===== config.mk =====
export PLATFORM = sky130hd
export DESIGN_NAME = ifu_ctrl
export DESIGN_NICKNAME = d
export VERILOG_FILES = /design/src/rtl/ifu_ctrl.sv
export SDC_FILE = /design/constraint.sdc
export NUM_CORES = 1
export LEC_CHECK = 0
export BUFFER_PORTS_ARGS = -buffer_cell sky130_fd_sc_hd__buf_2
export CORE_UTILIZATION = 35
export CTS_CLUSTER_SIZE = 8
export DETAILED_ROUTE_END_ITERATION = 10
export GPL_TIMING_DRIVEN = 1
export HOLD_SLACK_MARGIN = 0.03
export PLACE_DENSITY = 0.56
export SKIP_LAST_GASP = 1
export SYNTH_ARGS = -nofsm -noshare
export SYNTH_HDL_FRONTEND = slang
export SYNTH_SLANG_ARGS = --single-unit

===== constraint.sdc =====
create_clock -name clk_i -period 2.65 [get_ports clk_i]
set_input_delay 0.1325 -clock clk_i [delete_from_list [all_inputs] [get_ports clk_i]]
set_output_delay 0.1325 -clock clk_i [all_outputs]
set_load 0.005 [all_outputs]

===== src/rtl/ifu_ctrl.sv =====
// ---------------------------------------------------------------------------
// ifu_ctrl - instruction-fetch controller
//
// Owns the fetch PC and issues one instruction-memory request at a time over
// a valid/ready handshake. Each fetched word and its PC are handed to decode
// through a one-entry output register. Redirects from execute are accepted in
// every state. A response that belongs to a request made before the redirect
// is waited for and then thrown away, so that at most one request is ever
// outstanding.
//
// Ports
//   clk_i             clock, rising edge
//   rst_ni            asynchronous active-low reset
//   imem_req_valid_o  fetch request valid (decoded from state + PC only)
//   imem_req_ready_i  memory accepts the request this cycle
//   imem_req_addr_o   fetch address, always the current PC
//   imem_rsp_valid_i  response for the single outstanding request
//   imem_rsp_data_i   instruction word
//   imem_rsp_err_i    access fault for this response
//   inst_valid_o      output register holds an instruction
//   inst_ready_i      decode consumes the instruction
//   inst_data_o       instruction word, 0 on a fault
//   inst_pc_o         PC of inst_data_o
//   inst_err_o        fetch fault (misaligned PC or memory error)
//   redirect_valid_i  execute redirects fetch
//   redirect_pc_i     new fetch PC
// ---------------------------------------------------------------------------
module ifu_ctrl #(
  parameter int unsigned     XLEN       = 64,
  parameter logic [XLEN-1:0] RESET_ADDR = XLEN'(64'h8000_0000)
) (
  input  logic            clk_i,
  input  logic            rst_ni,
  // instruction memory request
  output logic            imem_req_valid_o,
  input  logic            imem_req_ready_i,
  output logic [XLEN-1:0] imem_req_addr_o,
  // instruction memory response
  input  logic            imem_rsp_valid_i,
  input  logic [31:0]     imem_rsp_data_i,
  input  logic            imem_rsp_err_i,
  // decode side
  output logic            inst_valid_o,
  input  logic            inst_ready_i,
  output logic [31:0]     inst_data_o,
  output logic [XLEN-1:0] inst_pc_o,
  output logic            inst_err_o,
  // control-flow redirect from execute
  input  logic            redirect_valid_i,
  input  logic [XLEN-1:0] redirect_pc_i
);

  typedef enum logic [2:0] {
    S_IDLE = 3'd0,
    S_REQ  = 3'd1,
    S_WAIT = 3'd2,
    S_OUT  = 3'd3,
    S_DROP = 3'd4
  } state_e;

  state_e            state_q;
  logic [XLEN-1:0]   pc_q;
  logic              inst_valid_q;
  logic [31:0]       inst_data_q;
  logic [XLEN-1:0]   inst_pc_q;
  logic              inst_err_q;

  logic              pc_aligned;
  logic              req_fire;

  assign pc_aligned = (pc_q[1:0] == 2'b00);

  // The request is a pure decode of registered state; a misaligned PC never
  // reaches the memory port.
  assign imem_req_valid_o = (state_q == S_REQ) && pc_aligned;
  assign imem_req_addr_o  = pc_q;
  assign req_fire         = imem_req_valid_o && imem_req_ready_i;

  assign inst_valid_o = inst_valid_q;
  assign inst_data_o  = inst_data_q;
  assign inst_pc_o    = inst_pc_q;
  assign inst_err_o   = inst_err_q;

  always_ff @(posedge clk_i or negedge rst_ni) begin
    if (!rst_ni) begin
      state_q      <= S_IDLE;
      pc_q         <= RESET_ADDR;
      inst_valid_q <= 1'b0;
      inst_data_q  <= 32'd0;
      inst_pc_q    <= '0;
      inst_err_q   <= 1'b0;
    end else begin
      // A redirect always wins the PC; the PC+4 update below only happens on
      // the non-redirect path, so the two never collide.
      if (redirect_valid_i) begin
        pc_q <= redirect_pc_i;
      end

      unique case (state_q)
        // Single settling cycle after reset; stray responses are ignored.
        S_IDLE: begin
          state_q <= S_REQ;
        end

        S_REQ: begin
          if (redirect_valid_i) begin
            // An accepted request still owes us a response: go discard it.
            state_q <= req_fire ? S_DROP : S_REQ;
          end else if (!pc_aligned) begin
            // Fault entry built locally without touching memory.
            inst_valid_q <= 1'b1;
            inst_err_q   <= 1'b1;
            inst_data_q  <= 32'd0;
            inst_pc_q    <= pc_q;
            state_q      <= S_OUT;
          end else if (imem_req_ready_i) begin
            state_q <= S_WAIT;
          end
        end

        S_WAIT: begin
          if (redirect_valid_i) begin
            // A response arriving with the redirect is simply dropped here.
            state_q <= imem_rsp_valid_i ? S_REQ : S_DROP;
          end else if (imem_rsp_valid_i) begin
            inst_valid_q <= 1'b1;
            inst_err_q   <= imem_rsp_err_i;
            inst_data_q  <= imem_rsp_err_i ? 32'd0 : imem_rsp_data_i;
            inst_pc_q    <= pc_q;
            // A faulting fetch leaves the PC parked on the faulting address
            // until execute redirects us away.
            if (!imem_rsp_err_i) begin
              pc_q <= pc_q + XLEN'(4);
            end
            state_q <= S_OUT;
          end
        end

        S_OUT: begin
          // A redirect flushes the held entry; a redirect coinciding with
          // inst_ready still counts as a completed transfer to decode.
          if (redirect_valid_i || inst_ready_i) begin
            inst_valid_q <= 1'b0;
            state_q      <= S_REQ;
          end
        end

        S_DROP: begin
          if (imem_rsp_valid_i) begin
            state_q <= S_REQ;
          end
        end

        default: begin
          state_q <= S_IDLE;
        end
      endcase
    end
  end

endmodule

# Word-level counts from Yosys, hierarchy flattened
# Index checks and enable logic that the tools add are counted.
# Widths: inputs -> output; s select.
totals:
  reg_bits: 165
  input_bits: 103
op_classes:
  muxes: 35
  eq_ne: 12
  reduce_logical: 10
  add_sub_neg: 1
ops:
  columns: ["op", "n"]
  rows:
  - ["$mux 64", 9]
  - ["$mux 32", 5]
  - ["$pmux 64 s2", 1]
  - ["$add 64x3->64 const B", 1]
  - ["$pmux 32 s2", 1]
  - ["$mux 3", 9]
  - ["$pmux 3 s5", 1]
  - ["$ne 2x2->1 const B", 6]
  - ["$mux 1", 7]
  - ["$eq 3x2->1 const B", 2]
  - ["$reduce_and 6->1", 1]
  - ["$reduce_and 5->1", 1]
  - ["$ne 4x4->1 const B", 1]
  - ["$reduce_and 4->1", 1]
  - ["$eq 3x1->1 const B", 1]
  - ["$eq 3x3->1 const B", 1]
  - ["$logic_not 3->1", 1]
  - ["$ne 3x3->1 const B", 1]
  - ["$pmux 1 s3", 1]
  - ["$reduce_bool 3->1", 1]
  - ["$logic_and 1x1->1", 2]
  - ["$logic_not 2->1", 1]
  - ["$pmux 1 s2", 1]
  - ["$reduce_bool 2->1", 1]
  - ["$logic_or 1x1->1", 1]

# Logic depth before layout (Yosys ltp)
depth:
  ltp_word: 6
  mapped_depth: 8

# Least setup slack after synthesis
# Ideal clock, no wire load.
synth_timing:
  path_type: "flip-flop to flip-flop"
  from: "register state_q[1]"
  to: "register inst_pc_q[0] (netlist: inst_pc_o[0])"
  path_stages_with_launch: 9
  n_path_buf: 4
  t_required_ns: 2.533
  arrival_time_ns: 1.965
  path_slack_ns: 0.568
  setup_ns: 0.117
  path_cell_list: "dfrtp_1 > clkbuf_1 > or4b_2 > clkbuf_1 > and3_1 > clkbuf_1 > clkbuf_1 > nand2_1 > nand2_1"
synth_via:
  elab_chain_cells: 3
  word_cells_on_any_way: 9
  classes_between: "eq/ne (6); mux (1); reduce/logical (2)"
synth_lines:
  columns: ["item", "line", "source"]
  rows:
  - ["start: declaration", "61", "state_e state_q;"]
  - ["start signal: assignment", "108", "state_q <= req_fire ? S_DROP : S_REQ;"]
  - ["start signal: assignment", "124", "state_q <= imem_rsp_valid_i ? S_REQ : S_DROP;"]
  - ["$eq 3x1->1 / $eq 3x2->1 (equally long branches)", "99", "unique case (state_q)"]
  - ["$ne 2x2->1 (no line) / $reduce_bool 2->1 (equally long branches)", null, null]
  - ["$reduce_and 5->1 (no line)", null, null]
  - ["end signal: assignment", "114", "inst_pc_q <= pc_q;"]
  - ["end signal: assignment", "129", "inst_pc_q <= pc_q;"]
  - ["end: declaration", "65", "logic [XLEN-1:0] inst_pc_q;"]
# Several ways; a longest one is shown, not always the timed one.
# A chain may end at the register's enable or synchronous reset.

# Worst setup path in the final report
layout_timing:
  from: "register pc_q[5] (netlist: imem_req_addr_o[5])"
  to: "register pc_q[57] (netlist: imem_req_addr_o[57])"
layout_via:
  elab_chain_cells: 5
layout_lines:
  columns: ["item", "line", "source"]
  rows:
  - ["start: declaration", "62", "logic [XLEN-1:0] pc_q;"]
  - ["start signal: assignment", "96", "pc_q <= redirect_pc_i;"]
  - ["start signal: assignment", "133", "pc_q <= pc_q + XLEN'(4);"]
  - ["$add 64x3->64", "133", null]
  - ["$mux 64", "132", "if (!imem_rsp_err_i) begin"]
  - ["$mux 64", "125", "end else if (imem_rsp_valid_i) begin"]
  - ["$mux 64", "122", "if (redirect_valid_i) begin"]
  - ["$mux 64", "99", null]
# Every way passes these cells.

==> results.cfg <==
[die]
die-width_um = 149.9
core-area_mm2 = 0.02122
io_pins = 266
num_rows = 53
die_area_mm2 = 0.02246
die_y_um = 149.9
initial_core_util = 0.3606

[critical_path]
critPathCaptureType = flop
cp_top_family = simple AND/OR/NAND/NOR gates
path_cells = nand4_2, or4_1, nor4_4, nand4_1, mux2i_1
critPathMaxStageDelay_ns = 0.80
worstSetupPathType = reg2reg
r2r_slack_ns = 0.19
arrival_ns = 2.77
r2r_end = imem_req_addr_o[57]
rr_worst_depth = 5
critPathSlowestCell = or4_1
path_max_fanout = 8
cp-start-kind = flop
path_buf_inv = 0
rr_startpoint = imem_req_addr_o[5]
crit_required_ns = 2.96

[timing]
clock.fmax_ghz = 0.4065
rsz0062_at_grt = no
setup_slack_ns = 0.1902
setup_viol = 0
max_slew_margin = 0.4987
post-route-period-util = 0.9282
fin_crit_ns = 2.460
setup_tns_ns = 0
final_max_slew_viol_count = 0
hold_viol = 0
tightest_slew_ns = 0.7520
fin_skew_ns = 0.01032

[clock_tree]
cts-buffers-inserted = 17
clk-insertion-delay-late_ns = 0.43
clkTransAtPathRegs_ns = 0.07
root_buffer = clkbuf_16
cts_buffer_depth = 2
cts_sinks = 165
cts_tree = done
cts_max_level = 4

[yosys]
synth-edff-count = 0
synth.most_common_cell = nand2_1
ys_types = 47
yosys_register_bits = 165
synth_top_cell_by_area = dfrtp_1
synth_top_area_share = 0.5363
seq_area_frac_synth = 0.5397
ys_warn_count = 0
synth_area_leaders = dfrtp_1 (54%), nand2_1 (11%), mux2i_1 (8.0%), a22o_1 (3.7%), nand4_1 (2.3%)
syn_nets = 876
avgSynthCellArea_um2 = 9.912
async_reset_ff_frac = 1.000
synthFlopType = dfrtp_1
syn_inst = 772
synth_common_cells = nand2_1 (222), dfrtp_1 (164), mux2i_1 (61), a22o_1 (32), o21ai_0 (32)
syn_area_mm2 = 0.007652

[detailed_routing]
drc = 0
vias_per_cell = 4.967
wl_met1_um = 11220
drtIter0Drc = 365
wl_met2_um = 11350
routed.top_layer = met5
firstDrtPassIters = 5
vias = 7018
antenna_left = 0
wl_per_cell_um = 17.17
wl_met3_um = 1252
wl_um = 24260

[global_routing]
overflow = 0
grt_pass1_vias = 6752
grt_max_degree = 70
grt_pass1_wl_um = 37530
grt.total_usage = 0.2167
grt_antenna_before_repair = 2

[worst_hold_path]
whs_endpoint = imem_req_addr_o[41]
whs_path_depth = 3
worstHoldStart = redirect_pc_i[41]
hold_class = in2reg

[placed_design]
dp_hpwl_um = 17160
place_congestion = 0.8011
port_buffers = 265
dpl_worst_slack_ns = 0.1998

[run_status]
outcome = finished, final reports clean

[job]
cap_viol_max_count = 0

[finish]
drive_above_1_share = 0.3043
area_growth_syn_to_layout_pct = 41.11
finalNetCount = 1228

[power]
cellLeakagePower_nw = 5.538
p_per_area_mw_per_mm2 = 776.2
finalPower_w = 0.008381
vdd_ir_drop_max_v = 0.0003732
-- layout by cell type, fill, tap and decap left out, types with 3 or more instances in the layout --
cell | synthesis | final
nand2b_1 | 5 | 5
nand3b_1 | 4 | 4
a22o_1 | 32 | 32
inv_6 | 0 | 6
clkbuf_16 | 0 | 17
xor2_1 | 16 | 16
nand4_1 | 28 | 28
nand2_1 | 222 | 222
nand4_2 | 3 | 3
nand4b_1 | 3 | 3
nor4_1 | 10 | 10
dlygate4sd3_1 | 0 | 82
mux2i_1 | 61 | 61
a211oi_1 | 5 | 5
o31a_1 | 4 | 4
nor3_1 | 7 | 7
nor2_1 | 29 | 28
a31oi_1 | 6 | 6
inv_1 | 7 | 7
nand3_1 | 27 | 26
or4_1 | 3 | 3
nor3_2 | 3 | 3
and2_1 | 6 | 6
mux2_2 | 7 | 7
o21ai_0 | 32 | 32
dfrtp_1 | 164 | 164
buf_2 | 13 | 263
and3_1 | 12 | 11
a21oi_1 | 14 | 14
buf_4 | 0 | 24
-- worst max-delay path by stage --
| stage | from | depth (start not counted) | to |
|---|---|---|---|
| after floorplan | state_q[1] | 8 | inst_pc_o[0] |
| after global placement | imem_req_addr_o[5] | 5 | imem_req_addr_o[57] |
| after detailed placement | imem_req_addr_o[5] | 5 | imem_req_addr_o[57] |
| after CTS | imem_req_addr_o[5] | 5 | imem_req_addr_o[57] |
| after global routing | imem_req_addr_o[5] | 5 | imem_req_addr_o[57] |
| final | imem_req_addr_o[5] | 5 | imem_req_addr_o[57] |
-- where the power goes --
part / switching (W) / total [W] / internal [W]
Clock: 0.00112 / 0.00253 / 0.00141
Sequential: 0.000453 / 0.00360 / 0.00314
Combinational: 0.00123 / 0.00226 / 0.00102
Total: 0.00280 / 0.00838 / 0.00558
-- metrics by stage --
stage / hold WS, ns / cell area (um2) / instances / utilization
2_1_floorplan: -0.1631 / 7652 / 772 / -
3_3_place_gp: 0.08317 / 9383 / 1298 / 0.4422
3_5_place_dp: 0.08323 / 9383 / 1298 / 0.4422
4_1_cts: 0.04086 / 10800 / 1412 / 0.5087
5_1_grt: 0.04246 / 10800 / 1413 / 0.5088
6_report: 0.04145 / 10800 / 1413 / 0.5088
-- final cells by class --
type,count,area (um2)
multi-input cells,561,3334
repair buffers,372,2369
well taps,275,344.1
flip-flops and latches,165,4130
diodes,1,2.502
inverters,7,26.28
clock inverters,15,166.4
clock buffers,17,425.4
fillers,2001,10420
-- flip-flops by register name, indices dropped and copies added (netlist names) --
register	flops
imem_req_addr_o	64
inst_data_o	32
inst_err_o	1
inst_pc_o	64
inst_valid_o	1
state_q	3
-- layer usage --
layer / vias up / GRT usage
met5: - / 0
li1: 3420 / -
met2: 198 / 0.3433
met4: 2 / 0.06768
met3: 26 / 0.03841
met1: 3372 / 0.3001
-- what timing repair did --
item / 4_1_cts / 5_1_grt
buffers inserted: 0 / 0
hold buffers: 82 / 0
endpoints found under the hold margin: 121 / 0
resized for setup: 0 / 0
-- kinds of logic after synthesis --
family,count (synthesis),synth area share
AO/OA/AOI/OAI,97,0.08502
multiplexers,68,0.09009
XOR/XNOR,18,0.02060
flip-flops,165,0.5397
adder cells (fa/ha/maj),1,0.001635
buffers and inverters,46,0.02665
AND/OR/NAND/NOR,377,0.2363
-- tightest hold or removal path: cells and delay by family --
kind | cells | cell delay, ns
buffers and inverters | 1 | 0.07
muxes | 2 | 0.21
Note: power is estimated with default switching activity, not from simulation.
